## src/rtl/xor_descrambler.sv

```systemverilog
// Self-synchronizing x^7+x^6+1 serial descrambler with frame parity checking.
// Hunts for 7 bits to fill the history register, then streams descrambled bits.
module xor_descrambler #(
    parameter int FRAME_LEN = 8,
    parameter int ERR_W     = 8
) (
    input  logic             clk,
    input  logic             rst_n,
    input  logic             in_valid,
    input  logic             in_bit,
    output logic             in_ready,
    output logic             out_valid,
    output logic             out_bit,
    input  logic             out_ready,
    output logic             locked,
    output logic             frame_err,
    output logic [ERR_W-1:0] err_cnt
);

    localparam int              FW      = (FRAME_LEN > 2) ? $clog2(FRAME_LEN) : 1;
    localparam logic [FW-1:0]   LAST    = FW'(FRAME_LEN - 1);
    localparam logic [ERR_W-1:0] ERR_MAX = '1;

    typedef enum logic {HUNT = 1'b0, RUN = 1'b1} state_t;

    state_t        state, state_nxt;
    logic [6:0]    s;
    logic [2:0]    fill;
    logic [FW-1:0] fpos;
    logic          fpar;
    logic          accept;
    logic          dbit;
    logic          err_hit;

    // A bit moves on a side when valid and ready are both high at the rising edge;
    // the input side is ready whenever the single output slot is empty or draining.
    assign in_ready = !out_valid || out_ready;
    assign accept   = in_valid && in_ready;
    assign dbit     = in_bit ^ s[6] ^ s[5];
    assign locked   = (state == RUN);
    assign err_hit  = accept && (state == RUN) && (fpos == LAST) && (fpar ^ dbit);

    always_comb begin
        state_nxt = state;
        if (state == HUNT && accept && fill == 3'd6) begin
            state_nxt = RUN;
        end
    end

    always_ff @(posedge clk or negedge rst_n) begin
        if (!rst_n) begin
            state <= HUNT;
        end else begin
            state <= state_nxt;
        end
    end

    always_ff @(posedge clk or negedge rst_n) begin
        if (!rst_n) begin
            s         <= '0;
            fill      <= '0;
            fpos      <= '0;
            fpar      <= 1'b0;
            out_valid <= 1'b0;
            out_bit   <= 1'b0;
            frame_err <= 1'b0;
            err_cnt   <= '0;
        end else begin
            frame_err <= err_hit;
            if (err_hit && err_cnt != ERR_MAX) begin
                err_cnt <= err_cnt + 1'b1;
            end
            if (accept) begin
                s <= {s[5:0], in_bit};
            end
            if (accept && state == HUNT) begin
                fill <= fill + 3'd1;
            end
            // The running parity restarts after each parity bit so frames stay independent.
            if (accept && state == RUN) begin
                out_bit   <= dbit;
                out_valid <= 1'b1;
                if (fpos == LAST) begin
                    fpos <= '0;
                    fpar <= 1'b0;
                end else begin
                    fpos <= fpos + 1'b1;
                    fpar <= fpar ^ dbit;
                end
            end else if (out_valid && out_ready) begin
                out_valid <= 1'b0;
            end
        end
    end

endmodule

```

## config.mk

```make
export PLATFORM = sky130hd
export DESIGN_NAME = xor_descrambler
export DESIGN_NICKNAME = d
export VERILOG_FILES = /design/src/rtl/xor_descrambler.sv
export SDC_FILE = /design/constraint.sdc
export NUM_CORES = 1
export LEC_CHECK = 0
export CORE_MARGIN = 2
export CORE_UTILIZATION = 40
export DETAILED_ROUTE_END_ITERATION = 10
export GPL_TIMING_DRIVEN = 0
export SYNTH_ARGS = -nofsm -noshare
export SYNTH_HDL_FRONTEND = slang
export SYNTH_SLANG_ARGS = --single-unit
```

## constraint.sdc

```tcl
create_clock -name clk -period 2.1 [get_ports clk]
set_clock_uncertainty 0.15 [all_clocks]
set_input_delay 0.42 -clock clk [delete_from_list [all_inputs] [get_ports clk]]
set_output_delay 0.42 -clock clk [all_outputs]
set_load 0.01 [all_outputs]
```

==> summary.txt, run 1 <==
Run status
  – Outcome: finished, final reports clean

Finish
  – ANT cells: 0
  – Number of fill cells: roughly 250
  – Final Instance Count excl. Fillers: around 140
  – Final Core Density: 0.515
  – Share of layout cells above drive strength 1: 0.179
  – Fin nets: ~120
  – P&R area growth vs syn: 23.4%
  – Finished Cell Area: between 1000 and 1500 um2

Drt
  – Post-DRT Antenna Nets: 0
  – Residual DRC: 0
  – Via count: 732
  – Vias/cell: between 5 and 6
  – Detailed Route Iter0 Violations: 13
  – Iteration count of the initial detailed-routing pass: 4
  – Wire length per cell: 13.0 um
  – Final wirelength: around 1.9 mm

Synthesis
  – Yosys Warn Count: 0
  – Post-Syn Instances: 91
  – Ys async rst share: 1.00
  – Synth Cell Area: between 1000 and 1500 um2
  – Register bit total from synthesis: 26
  – Syn Nets: 101
  – Prevailing post-synth register cell: dfrtp_1
  – Sequential-to-total area share from yosys stat: 0.570
  – Post-Syn Area per Cell: between 10 and 15 um2
  – Post-synth EDFFs: 0
  – Synth cell types: 25

Floorplan
  – Core Footprint: between 2000 and 3000 um2
  – Rows: 19
  – Die width: 57.4 um
  – Io pins: 18
  – Die H: 57.4 um
  – Die ar.: 3300 um2
  – Starting Density: 0.417

Place
  – Detailed Place HPWL: 1.31 mm
  – Dpl ws: -500 ps
  – DP Cell Count: 139
  – Placed Area: approximately 1400 um2
  – Port Buffers: 17
  – GPL Wtd Cong: 0.783

Power and ir drop
  – Peak VDD IR: 0.781 mV
  – Power density over the cells: roughly 1100 nW/um2
  – Leakage: 0.672 nW

Clock network
  – Inserted Clock Buffers: 3
  – Hold_buf cts: 0
  – Root buf cell: clkbuf_4
  – CTS tree: yes
  – H-tree levels: 1
  – Clock net sink count: 26
  – Max Root-Sink Buffers: 2
  – Clock slew at reported path FFs: 130 ps
  – Clk Latency, worst-skew pair: a little over 300 ps

GRT
  – Routing usage on met2: 0.201
  – Largest net degree at the start of global routing: 27
  – GRT Residual Overflow: 0
  – Global-route wire length before repair: 3.26 mm
  – Met3 Use GR: 0.0227
  – Initial antenna violation count: 0
  – Grt peak-use layer: met2
  – Total GRT Usage: 0.126
  – Met1 Usage GRT: 0.166
  – Number of global-route vias before repair: about 750

Timing
  – Pins over their slew limit: 0
  – Final setup margin: 85.5 ps
  – Hold Vio Cnt, Final: 0
  – Slew at the pin closest to its max-slew limit: 1110 ps
  – RSZ-0062 raised after global routing: false
  – Final Critical Period: 2010 ps
  – # setup viols final: 0
  – FMAX: 0.496 GHz
  – Slew HR: 0.256
  – Tcrit/Tclk final: 0.959

Setup path
  – Reg2reg setup slack: around 86 ps
  – Crit-path max FO: 7
  – Required time of the worst setup path: 2190 ps
  – CP arrival: 2110 ps
  – Reg-to-reg startpoint: s[5]$_DFFE_PN0N_
  – Worst-path cell chain: xnor3_1 > xor2_2 > or3_1 > buf_6 > nor3_2 > xor2_1
  – CP delay by family, top: XOR/XNOR gates
  – CP max-delay cell: dfrtp_1
  – Worst r2r dst: err_cnt[7]$_DFFE_PN0P_
  – Critical Path Sink Type: register
  – Worst path max stage delay: 430 ps
  – Reg2Reg Depth: 6
  – CP Class: register to register
  – Startpoint types: register
  – CP bufs+invs: 1

Job
  – Max-Cap Viols: 0

Worst hold path
  – Min-delay src: in_bit
  – Hold EP: s[0]$_DFFE_PN0N_
  – Class of the worst hold path: input pin to register
  – Hold path depth: 2
[worst max-delay path by stage]
stage	end	start	depth (start not counted)
2_1_floorplan	err_cnt[1]$_DFFE_PN0P_	in_bit	5
3_3_place_gp	err_cnt[5]$_DFFE_PN0P_	in_bit	7
3_5_place_dp	err_cnt[5]$_DFFE_PN0P_	in_bit	7
4_1_cts	err_cnt[7]$_DFFE_PN0P_	in_bit	7
5_1_grt	err_cnt[5]$_DFFE_PN0P_	s[5]$_DFFE_PN0N_	6
6_report	err_cnt[7]$_DFFE_PN0P_	s[5]$_DFFE_PN0N_	6
[layout by cell type, fill, tap and decap left out, drive strengths merged, types with 2 or more instances in the layout]
| cell | Yosys | layout |
|---|---|---|
| dfrtp | 26 | 26 |
| nand3 | 5 | 5 |
| nor2 | 8 | 8 |
| clkdlybuf4s50 | 0 | 15 |
| nor3 | 3 | 3 |
| clkbuf | 1 | 3 |
| xor2 | 6 | 6 |
| buf | 1 | 3 |
| nand4 | 2 | 2 |
| mux2 | 10 | 10 |
| nand2 | 6 | 6 |
| a21o | 2 | 2 |
| o21ai | 2 | 2 |
| inv | 2 | 2 |
| ha | 5 | 5 |
| xnor2 | 3 | 3 |
[power breakdown]
part	internal [mW]	leakage (nW)	total [mW]	switching [mW]
clock	0.0670	0.0138	0.203	0.136
sequential	0.669	0.324	0.790	0.121
combinational	0.342	0.335	0.571	0.229
total	1.08	0.672	1.57	0.487
[Yosys cell counts, types with 2 or more instances]
cell,n,area [um2]
a21o_1,2,15.0
dfrtp_1,26,651
ha_1,5,62.6
inv_1,2,7.51
mux2_2,10,113
nand2_1,6,22.5
nand3_1,5,25.0
nand4_1,2,12.5
nor2_1,8,30.0
nor3_2,2,20.0
o21ai_0,2,10.0
xnor2_1,3,26.3
xor2_1,6,52.6
[final cells by class]
cell class              instances  area, um2  area share
plain buffers                   1       11.3     0.00800
clock buffers                   3       22.5      0.0160
inverters                       2       7.51     0.00533
multi-input cells              61        490       0.348
flip-flops and latches         26        651       0.462
well taps                      31       38.8      0.0276
repair buffers                 19        186       0.132
[kinds of logic (layout without fill, tap and decap cells)]
group / count (synthesis) / in the layout / share of synthesized area
buffers and inverters: 4 / 25 / 0.0142
and+or+nand+nor: 28 / 28 / 0.123
AOI/OAI and AO/OA: 7 / 7 / 0.0417
muxes: 11 / 11 / 0.107
DFF: 26 / 26 / 0.570
adders and majority gates: 5 / 5 / 0.0548
xor gates and xnor gates: 10 / 10 / 0.0888
[stage by stage]
step	TNS [ps]	hold slack (ps)	power [mW]
floorplan	0	-25.6	1.13
global placement	-3550	317	1.30
finish	0	249	1.57
CTS	0	354	1.60
global route	0	246	1.69
detailed placement	-3920	327	1.33
[worst register-to-register path, stage by stage (launching register included)]
cell and delay, ps:
dfrtp_1 430, xnor3_1 400, xor2_2 180, or3_1 320
buf_6 150, nor3_2 160, xor2_1 150
[state kept, by name, summed over array words and instances (netlist names)]
name       count
out_bit        1
err_cnt        8
locked         1
fill           3
out_valid      1
frame_err      1
fpar           1
s              7
fpos           3
[layer usage]
layer	wire, um	vias to the layer above
met4	16	0
met1	889	359
li1	-	359
met5	0	-
met2	869	12
met3	83	2
[what timing repair did]
action | in CTS | in global routing
endpoints found under the setup margin | 7 | 2
cloned | 0 | 0
pin swaps | 4 | 1
buffers inserted | 2 | 0
resized for setup | 6 | 1
No activity file was read; power rests on OpenSTA's default activity.
==> run 2: changes to the inputs <==
--- a/config.mk
+++ b/config.mk
@@ -5,6 +5,7 @@
 export SDC_FILE = /design/constraint.sdc
 export NUM_CORES = 1
 export LEC_CHECK = 0
+export ABC_AREA = 1
 export CORE_MARGIN = 2
 export CORE_UTILIZATION = 40
 export DETAILED_ROUTE_END_ITERATION = 10
==> summary.txt, run 2 <==
Worst hold path
  – Min-delay src: s[2]$_DFFE_PN0N_
  – Class of the worst hold path: register to register
  – Hold EP: s[3]$_DFFE_PN0N_
  – Hold path depth: 2 (unchanged)

Synthesis
  – Syn Nets: 164 (+62%)
  – Top cells by count, synth: nand2_1 (60), dfrtp_1 (26), inv_1 (10)
  – Yosys Warn Count: 0 (unchanged)
  – Ys async rst share: 1.00 (unchanged)
  – Synth top area cells: dfrtp_1 (48%), nand2_1 (17%), ha_1 (4.6%), nand3_1 (3.3%), nand4_1 (3.2%)
  – Register bit total from synthesis: 26 (unchanged)
  – Post-Syn Instances: 154 (+69%)
  – Post-synth EDFFs: 0 (unchanged)
  – Prevailing post-synth register cell: dfrtp_1
  – Top-count cell post-synth: nand2_1
  – Post-Syn Area per Cell: 8.75 um2 (-30%)
  – Synth cell types: 23 (-8.0%)
  – Post-synth top area share: 0.483 (-0.0874)
  – Dominant cell type by area after synthesis: dfrtp_1
  – Synth Cell Area: 1350 um2 (+18%)
  – Sequential-to-total area share from yosys stat: 0.483 (-0.0874)

Drt
  – Via count: 1011 (+38%)
  – Vias/cell: 4.60 (-10%)
  – Final wirelength: 2.24 mm (+21%)
  – Residual DRC: 0 (unchanged)
  – Detailed Route Iter0 Violations: 31 (+18)
  – Post-DRT Antenna Nets: 0 (unchanged)
  – Iteration count of the initial detailed-routing pass: 4 (unchanged)
  – Wire length per cell: 10.2 um (-22%)

Floorplan
  – Rows: 21 (+2)
  – Core Footprint: 3280 um2 (+20%)
  – Io pins: 18 (unchanged)
  – Die ar.: 3850 um2 (+17%)
  – Starting Density: 0.410 (-0.00711)
  – Die H: 62.0 um (+8.1%)
  – Die width: 62.0 um (+8.1%)

Finish
  – Biggest register: err_cnt
  – Fin nets: 186 (+50%)
  – P&R area growth vs syn: 18.5%
  – Most frequent cells in the layout: nand2_1 (60), dfrtp_1 (26), clkdlybuf4s50_1 (16)
  – Number of fill cells: 330 (+33%)
  – Final Instance Count excl. Fillers: 220 (+54%)
  – Largest regs: err_cnt (8), s (7)
  – Share of layout cells above drive strength 1: 0.115 (-0.0636)
  – Most common cell after layout, fill and taps aside: nand2_1
  – ANT cells: 0 (unchanged)
  – Largest register FFs: 8 (unchanged)
  – Final Core Density: 0.486 (-0.0288)
  – Multi-input logic area: 616 um2 (+26%)
  – Finished Cell Area: 1600 um2 (+13%)
  – FF+latch area: 651 um2 (unchanged)

Setup path
  – Reg-to-reg startpoint: err_cnt[0]$_DFFE_PN0P_
  – Worst r2r dst: err_cnt[1]$_DFFE_PN0P_
  – Critical path depth: 1 (-5)
  – Reg2reg setup slack: 530 ps (+440 ps)
  – Worst-path cell chain: clkdlybuf4s50_1
  – CP bufs+invs: 1 (unchanged)
  – Critical Path Sink Type: primary output
  – CP max-delay cell: clkdlybuf4s50_1
  – CP Class: register to primary output
  – Required time of the worst setup path: 1530 ps (-660 ps)
  – Startpoint types: register
  – Crit-path max FO: 5 (-2)
  – CP delay by family, top: buffers and inverters
  – Reg2Reg Depth: 9 (+3)
  – CP arrival: 1350 ps (-760 ps)
  – Worst path max stage delay: 570 ps (+140 ps)

GRT
  – Number of global-route vias before repair: 930 (+24%)
  – Largest net degree at the start of global routing: 27 (unchanged)
  – Initial antenna violation count: 0 (unchanged)
  – Total GRT Usage: 0.135 (+0.00919)
  – GRT Residual Overflow: 0 (unchanged)
  – Global-route wire length before repair: 3.85 mm (+18%)

Clock network
  – H-tree levels: 1 (unchanged)
  – Clock slew at reported path FFs: 130 ps (about the same)
  – Max Root-Sink Buffers: 2 (unchanged)
  – Hold_buf cts: 0 (unchanged)
  – CTS tree: yes
  – Clock net sink count: 26 (unchanged)
  – Clk Latency, worst-skew pair: 310 ps (about the same)
  – Root buf cell: clkbuf_4
  – Inserted Clock Buffers: 3 (unchanged)

Power and ir drop
  – Power density over the cells: 760 nW/um2 (-32%)
  – Peak VDD IR: 0.323 mV (-59%)
  – Leakage: 0.829 nW (+23%)

Timing
  – Final Critical Period: 1920 ps (-91.7 ps)
  – Fin Setup TNS: 0 ps (unchanged)
  – Hold_ws: 333 ps (+84.0 ps)
  – Slew at the pin closest to its max-slew limit: 1140 ps (+24.1 ps)
  – # setup viols final: 0 (unchanged)
  – Hold Vio Cnt, Final: 0 (unchanged)
  – Tcrit/Tclk final: 0.916 (-0.0437)
  – Pins over their slew limit: 0 (unchanged)
  – Slew HR: 0.239 (-0.0161)
  – RSZ-0062 raised after global routing: false
  – FMAX: 0.520 GHz (+4.8%)

Place
  – Placed Area: 1580 um2 (+17%)
  – Port Buffers: 17 (unchanged)
  – Detailed Place HPWL: 1.68 mm (+28%)
  – GPL Wtd Cong: 0.744 (-5.0%)
  – DP Cell Count: 217 (+56%)

Run status
  – Outcome: finished, final reports clean

Job
  – Max-Cap Viols: 0 (unchanged)
run 2: cell types whose count changed in the layout (fill, tap and decap cells not counted), sizes merged, moves of 3 or more:
| cell | delta |
|---|---|
| nand2 | +58 |
| inv | +14 |
| mux2 | -10 |
| nand3 | +6 |
| o21ai | +6 |
| nand4 | +5 |
| nor3 | -3 |
run 2: tightest hold or removal path: cells and delay by family (launching register included):
kind | cells | cell delay (ps)
flip-flops | 1 | 370
AND/OR/NAND/NOR | 2 | 90
run 2: stage by stage:
stage	power, mW	setup WS [ps]
finish	1.21	177
global route	1.32	90.4
CTS	1.23	149
detailed placement	1.03	-7.41
global placement	1.02	1.66
floorplan	0.900	623
run 2: per-layer routing:
metal	wire (um)	vias up	global-route usage	share of wire
met4	25	0	0.0456	0.011
met1	1090	472	0.175	0.49
met5	0	-	0	0
met2	1090	7	0.228	0.49
li1	-	528	-	-
met3	37	4	0.0248	0.017
run 2: logic make-up after synthesis:
family          Yosys count  share of synthesized area
compound gates            8                     0.0297
xor+xnor                  5                     0.0325
fa+ha+maj                 5                     0.0464
buf+inv                  18                     0.0604
flops                    26                      0.483
simple gates             92                      0.348
run 2: report_power, final:
part	total [mW]	switching (mW)	internal (mW)
Combinational	0.361	0.200	0.161
Sequential	0.647	0.0618	0.586
Clock	0.205	0.138	0.0671
Total	1.21	0.400	0.813
run 2: how the worst max path moves through the flow:
stage	startpoint	endpoint	slack [ps]
2_1_floorplan	err_cnt[0]$_DFFE_PN0P_	err_cnt[7]$_DFFE_PN0P_	620
3_3_place_gp	out_ready	in_ready	2
3_5_place_dp	out_ready	in_ready	-7
4_1_cts	err_cnt[7]$_DFFE_PN0P_	err_cnt[7]	150
5_1_grt	err_cnt[5]$_DFFE_PN0P_	err_cnt[5]	90
6_report	err_cnt[7]$_DFFE_PN0P_	err_cnt[7]	180
run 2: cell type report:
cell class | count | share of cell area
sequential | 26 | 0.408
multi-input combinational | 110 | 0.386
timing repair buffer | 17 | 0.106
inverter | 16 | 0.0392
tap | 46 | 0.0361
clock buffer | 3 | 0.0141
buffer | 2 | 0.0118
run 2: what timing repair did:
| action | in CTS | in global routing |
|---|---|---|
| resized for setup | 1 | 0 |
| buffers inserted | 0 | 0 |
| setup endpoints to repair | 1 | 0 |
==> run 3: changes to the inputs <==
--- a/config.mk
+++ b/config.mk
@@ -10,6 +10,7 @@
 export CORE_UTILIZATION = 40
 export DETAILED_ROUTE_END_ITERATION = 10
 export GPL_TIMING_DRIVEN = 0
+export HOLD_SLACK_MARGIN = 0.05
 export SYNTH_ARGS = -nofsm -noshare
 export SYNTH_HDL_FRONTEND = slang
 export SYNTH_SLANG_ARGS = --single-unit
==> results of run 3 <==
The final DEF is identical to that of run 2; final timing and power are the same.
==> edit 1: new RTL, flow settings as in run 3 <==
The output `frame_err` loses its register stage (`frame_err` becomes a continuous assignment).
--- a/src/rtl/xor_descrambler.sv
+++ b/src/rtl/xor_descrambler.sv
@@ -64,8 +64,6 @@
             out_valid <= 1'b0;
             out_bit   <= 1'b0;
-            frame_err <= 1'b0;
             err_cnt   <= '0;
         end else begin
-            frame_err <= err_hit;
             if (err_hit && err_cnt != ERR_MAX) begin
                 err_cnt <= err_cnt + 1'b1;
@@ -94,4 +92,6 @@
     end
 
+    assign frame_err = err_hit;
+
 endmodule
 
Formal check against the unedited RTL: same outputs for any inputs over 10 cycles, from zero or initial values and one cycle with rst_n low; that may be too few to reach the edited logic, so the function may still have changed.
==> edit 1 against run 3 <==
  * Sequential cell count shrank 1
  * Count of clock-buffer cells in the layout unchanged
  * Worst hold slack better by 11 ps
  * Critical endpoint is now frame_err
  * Sequential share of layout area is 5.1 points lower
  * Power increased by 13%
  * Synthesized area down 1.9%
  * Combinational power grew 45%
  * Wire length rose by 25%
  * Sequential power is 3.1% lower
  * Worst setup slack lost 160 ps
  * Design area up 9.9%
==> edit 1: results (changes against run 3) <==
OUTCOME='finished, final reports clean'
CLOCKNETWORKPOWER_uW=217  # +6%
SYNTH_AREA_MM2=0.00132  # -1.9%
BUF_SHARE_PCT=18.8  # +7.1 points
ARRIVAL_PS=1510  # +160 ps
LARGEST_NET_DEGREE_AT_THE_START_OF_GLOBAL_ROUTING=26  # -3.7%
FRACTION_OF_FINAL_LAYOUT_CELLS_SIZED_BEYOND_DRIVE_STRENGTH_1_PCT=27.6  # +16 points
LAYOUT_SETUP_WS_PS=15.0  # -162 ps
NONCLOCKBUFFERCOUNT=37  # +18
CRITICAL-PATH-MAX-STAGE-DELAY_PS=500  # -70 ps
SEQUENTIAL_CELL_AREA_UM2=626  # -3.8%
DETAILEDPLACEMENTHPWL_MM=1.87  # +11%
FINAL_NETS=203  # +9.1%
MEASURED_SLEW_AT_THE_WORST_SLEW_CHECK_PIN_PS=1130  # -8.16 ps
SW_FRAC_OF_TOTAL_PCT=33.9  # +0.93 points
CELLLEAKAGEPOWER_nW=0.921  # +11%
CRIT_PATH_FROM='in_valid'
MULTI_INPUT_COMB_AREA_UM2=651  # +5.7%
SYNTH_SEQUENTIAL_AREA_RATIO_PCT=47.3  # -0.98 points
N_FILL_CELL=293  # -11%
SYN-NUM-NETS=163  # -0.61%
CRIT_FANOUT=2  # -3
SWITCHING_POWER_uW=464  # +16%
SYNTH.AREA.TOP_CELLS='sky130_fd_sc_hd__dfrtp_1 (47%), sky130_fd_sc_hd__nand2_1 (17%), sky130_fd_sc_hd__ha_1 (4.7%), sky130_fd_sc_hd__nand3_1 (3.4%), sky130_fd_sc_hd__nand4_1 (3.3%)'
CLK_SHARE_PCT=1.57  # +0.16 points
TIMING.RR.START='s[5]'
FIRST_PASS_GRT_WIRE_LENGTH_MM=4.62  # +20%
MIN-DELAY-START='fpos[1]'
NUMBER_OF_GLOBAL_ROUTE_VIAS_BEFORE_REPAIR=1116  # +20%
DETAIL_ROUTE.VIAS_PER_CELL=4.86  # +5.7%
IR_DROP_uV=325  # +0.45%
GROUTE.USAGE.OVERALL_PCT=16.5  # +3.0 points
PLACE_AREA_MM2=0.00155  # -1.7%
AVERAGE_WIRE_PER_CELL_IN_THE_ROUTED_DESIGN_UM=11.8  # +16%
NUMCLOCKSINKS=25  # -3.8%
PLACE.GP.CONGESTION=0.829  # +12%
DP_SLACK_PS=-650  # -643 ps
edit 1: changes by cell type in the layout (fill, tap and decap cells not counted), moves of 2 or more:
cell and delta:
sky130_fd_sc_hd__buf_4 +16, sky130_fd_sc_hd__buf_6 +3, sky130_fd_sc_hd__clkdlybuf4s50_1 -2, sky130_fd_sc_hd__inv_1 -3
sky130_fd_sc_hd__inv_2 +3, sky130_fd_sc_hd__nand2_1 -4, sky130_fd_sc_hd__nand2_2 +4, sky130_fd_sc_hd__nand3_1 -4
sky130_fd_sc_hd__nand3_2 +4
edit 1: cell families after synthesis:
| logic type | Yosys count | share of synthesized area (%) |
|---|---|---|
| simple gates | 92 | 35.5 |
| xor+xnor | 5 | 3.31 |
| fa+ha+maj | 5 | 4.73 |
| flops | 25 | 47.3 |
| buf+inv | 18 | 6.15 |
| compound gates | 8 | 3.03 |
edit 1: timing repair:
action,CTS,global route
buffers inserted,18,1
setup endpoints to repair,2,2
resized for setup,12,11
pin swaps,7,3
edit 1: worst paths after layout:
kind,depth (start not counted),end
min,2,fpos[1]
min in group asynchronous,1,s[1]
max,7,frame_err
min reg2reg,2,fpos[1]
max reg2reg,14,out_bit
max in group asynchronous,1,err_cnt[6]
edit 1: through the flow:
stage	cells	hold slack, ps
2_1_floorplan	153	-25.6
4_1_cts	236	341
3_5_place_dp	214	314
5_1_grt	236	351
3_3_place_gp	214	304
6_report	236	344
edit 1: layer usage:
layer  part of all wire (%)  global-route usage (%)
met3                    3.7                    1.68
met1                     42                    19.5
met4                    1.7                    9.42
met2                     53                    28.9
met5                      0                       0
edit 1: tightest hold or removal path, stage by stage, from the launching register on:
cell and delay, ps:
sky130_fd_sc_hd__dfrtp_1 370, sky130_fd_sc_hd__nand2_1 50, sky130_fd_sc_hd__nand2_1 50
==> edit 2: new RTL, config.mk and constraints of run 3 <==
Without the edit above. The parameter `FRAME_LEN` goes from 8 to 16.
--- a/src/rtl/xor_descrambler.sv
+++ b/src/rtl/xor_descrambler.sv
@@ -2,5 +2,5 @@
 // Hunts for 7 bits to fill the history register, then streams descrambled bits.
 module xor_descrambler #(
-    parameter int FRAME_LEN = 8,
+    parameter int FRAME_LEN = 16,
     parameter int ERR_W     = 8
 ) (
Behaviour: no difference found for any inputs over 10 cycles, from zero or initial values and one cycle with rst_n low; that may be too few to reach the edited logic, so the function may still have changed.
==> edit 2 against run 3 <==
  * Design area increased by 2.9%
  * Sequential cell count increased by 1
  * Highest routed layer unchanged
  * Maximum frequency decreased by 2.9%
  * Die area increased by 2.9%
  * Sequential share of layout area increased by 0.37 points
  * Non-clock buffer count unchanged
  * Largest cell class unchanged
  * Power increased by 4.3%
  * Count of clock-buffer cells in the layout unchanged
  * Worst setup slack got worse by 57 ps
  * Wire length increased by 11%
  * Utilization increased by 0.62 points
  * Synthesized area increased by 3.1%
  * Sequential power increased by 6.3%
  * Worst hold slack improved by 3.5 ps
==> edit 2: results (changes against run 3) <==
SYNTH.AREA.TOP_CELLS='sky130_fd_sc_hd__dfrtp_1 (49%), sky130_fd_sc_hd__nand2_1 (17%), sky130_fd_sc_hd__nand4_1 (4.5%), sky130_fd_sc_hd__ha_1 (3.6%), sky130_fd_sc_hd__nand3_1 (3.6%)'
SYNTH_COMPOUND_GATE_AREA_SHARE_PCT=3.87  # +0.90 points
CELLLEAKAGEPOWER_nW=0.822  # -0.94%
SYNTHXORXNORAREAFRAC_PCT=3.15  # -0.097 points
PLACED_CELLS_INCL_TAPS=225  # +3.7%
LARGEST_NET_DEGREE_AT_THE_START_OF_GLOBAL_ROUTING=28  # +3.7%
MEASURED_SLEW_AT_THE_WORST_SLEW_CHECK_PIN_PS=1180  # +41.9 ps
IR_DROP_uV=338  # +4.6%
PLACE_AREA_MM2=0.00162  # +2.6%
CRITICAL-PATH-MAX-STAGE-DELAY_PS=590  # +20 ps
DETAILEDROUTE.FIRSTITERATIONVIOLATIONS=28  # -9.7%
DETAIL_ROUTE.VIAS_PER_CELL=4.81  # +4.7%
REGTOREGSETUPSLACK_PS=460  # -70 ps
MIN-DELAY-START='fill[2]'
DETAILEDPLACEMENTHPWL_MM=1.83  # +8.5%
GROUTE.USAGE.OVERALL_PCT=14.4  # +0.85 points
FINAL_NETS=193  # +3.8%
SYN_AREA_PER_CELL_UM2=8.57  # -2.0%
CLK_TRANSITION_REPORTED_PATHS_PS=150  # +20 ps
FINAL_CELL_COUNT_NO_FILL=229  # +4.1%
COMMONEST_CELLS_IN_THE_SYNTHESIZED_NETLIST='sky130_fd_sc_hd__nand2_1 (62), sky130_fd_sc_hd__dfrtp_1 (27), sky130_fd_sc_hd__nand3_1 (10), sky130_fd_sc_hd__nand4_1 (10), sky130_fd_sc_hd__inv_1 (9)'
SYNTH_SEQUENTIAL_AREA_RATIO_PCT=48.6  # +0.37 points
INTPOWER_uW=834  # +2.6%
WORSTHOLDPATHCELLS=1  # -1
OUTCOME='finished, final reports clean'
ROUTED_WIRELENGTH_MM=2.48  # +11%
FIRST_PASS_GRT_WIRE_LENGTH_MM=4.56  # +18%
MIN_TO='fill[2]'
POST_ROUTE_WORST_HOLD_SLACK_PS=337  # +3.54 ps
CRIT_FANOUT=3  # -2
LARGEST_REGISTERS='err_cnt (8), s (7), fpos (4)'
NUMBER_OF_GLOBAL_ROUTE_VIAS_BEFORE_REPAIR=1089  # +17%
FRACTION_OF_FINAL_LAYOUT_CELLS_SIZED_BEYOND_DRIVE_STRENGTH_1_PCT=12.0  # +0.53 points
PLACE.GP.CONGESTION=0.841  # +13%
[edit 2: how the worst max path moves through the flow]
stage	from	end	cells after the start
5_1_grt	locked	locked	1
6_report	locked	locked	1
4_1_cts	locked	locked	1
2_1_floorplan	err_cnt[0]	err_cnt[5]	9
3_3_place_gp	out_ready	in_ready	4
3_5_place_dp	out_ready	in_ready	4
[edit 2: cell families (layout without fill, tap and decap cells)]
kind of cell | after synthesis | after routing
DFF | 27 | 27
AOI/OAI and AO/OA | 10 | 10
xor gates and xnor gates | 5 | 5
and+or+nand+nor | 99 | 99
adders and majority gates | 4 | 4
buffers and inverters | 17 | 38
[edit 2: through the flow]
| step | total power [mW] | worst slack (ps) |
|---|---|---|
| CTS | 1.29 | 89.1 |
| detailed placement | 1.05 | -7.77 |
| global route | 1.37 | 36.0 |
| global placement | 1.04 | -0.0991 |
| floorplan | 0.936 | 587 |
| finish | 1.27 | 121 |
[edit 2: power groups by stage]
stage                     Combinational, mW  Clock, mW  Sequential (mW)
after floorplan                       0.245          0            0.690
after global placement                0.344          0            0.693
after detailed placement              0.356          0            0.698
after CTS                             0.356      0.244            0.688
after global routing                  0.396      0.273            0.699
final                                 0.348      0.231            0.688
[edit 2: metal layers]
layer	vias to the layer above	GRT usage, %	wire length, µm
met5	-	0	0
met4	0	5.83	19
met3	2	2.34	54
met2	9	25.9	1270
met1	525	16.8	1140
li1	566	-	-
[edit 2: final cells by class]
| type | count | area (µm²) |
|---|---|---|
| Tap cell | 46 | 57.6 |
| Inverter | 15 | 63.8 |
| Sequential cell | 27 | 676 |
| Clock inverter | 1 | 5.00 |
| Clock buffer | 3 | 22.5 |
| Timing Repair Buffer | 17 | 169 |
| Buffer | 2 | 18.8 |
| Multi-Input combinational cell | 118 | 631 |
| Fill cell | 345 | 1690 |
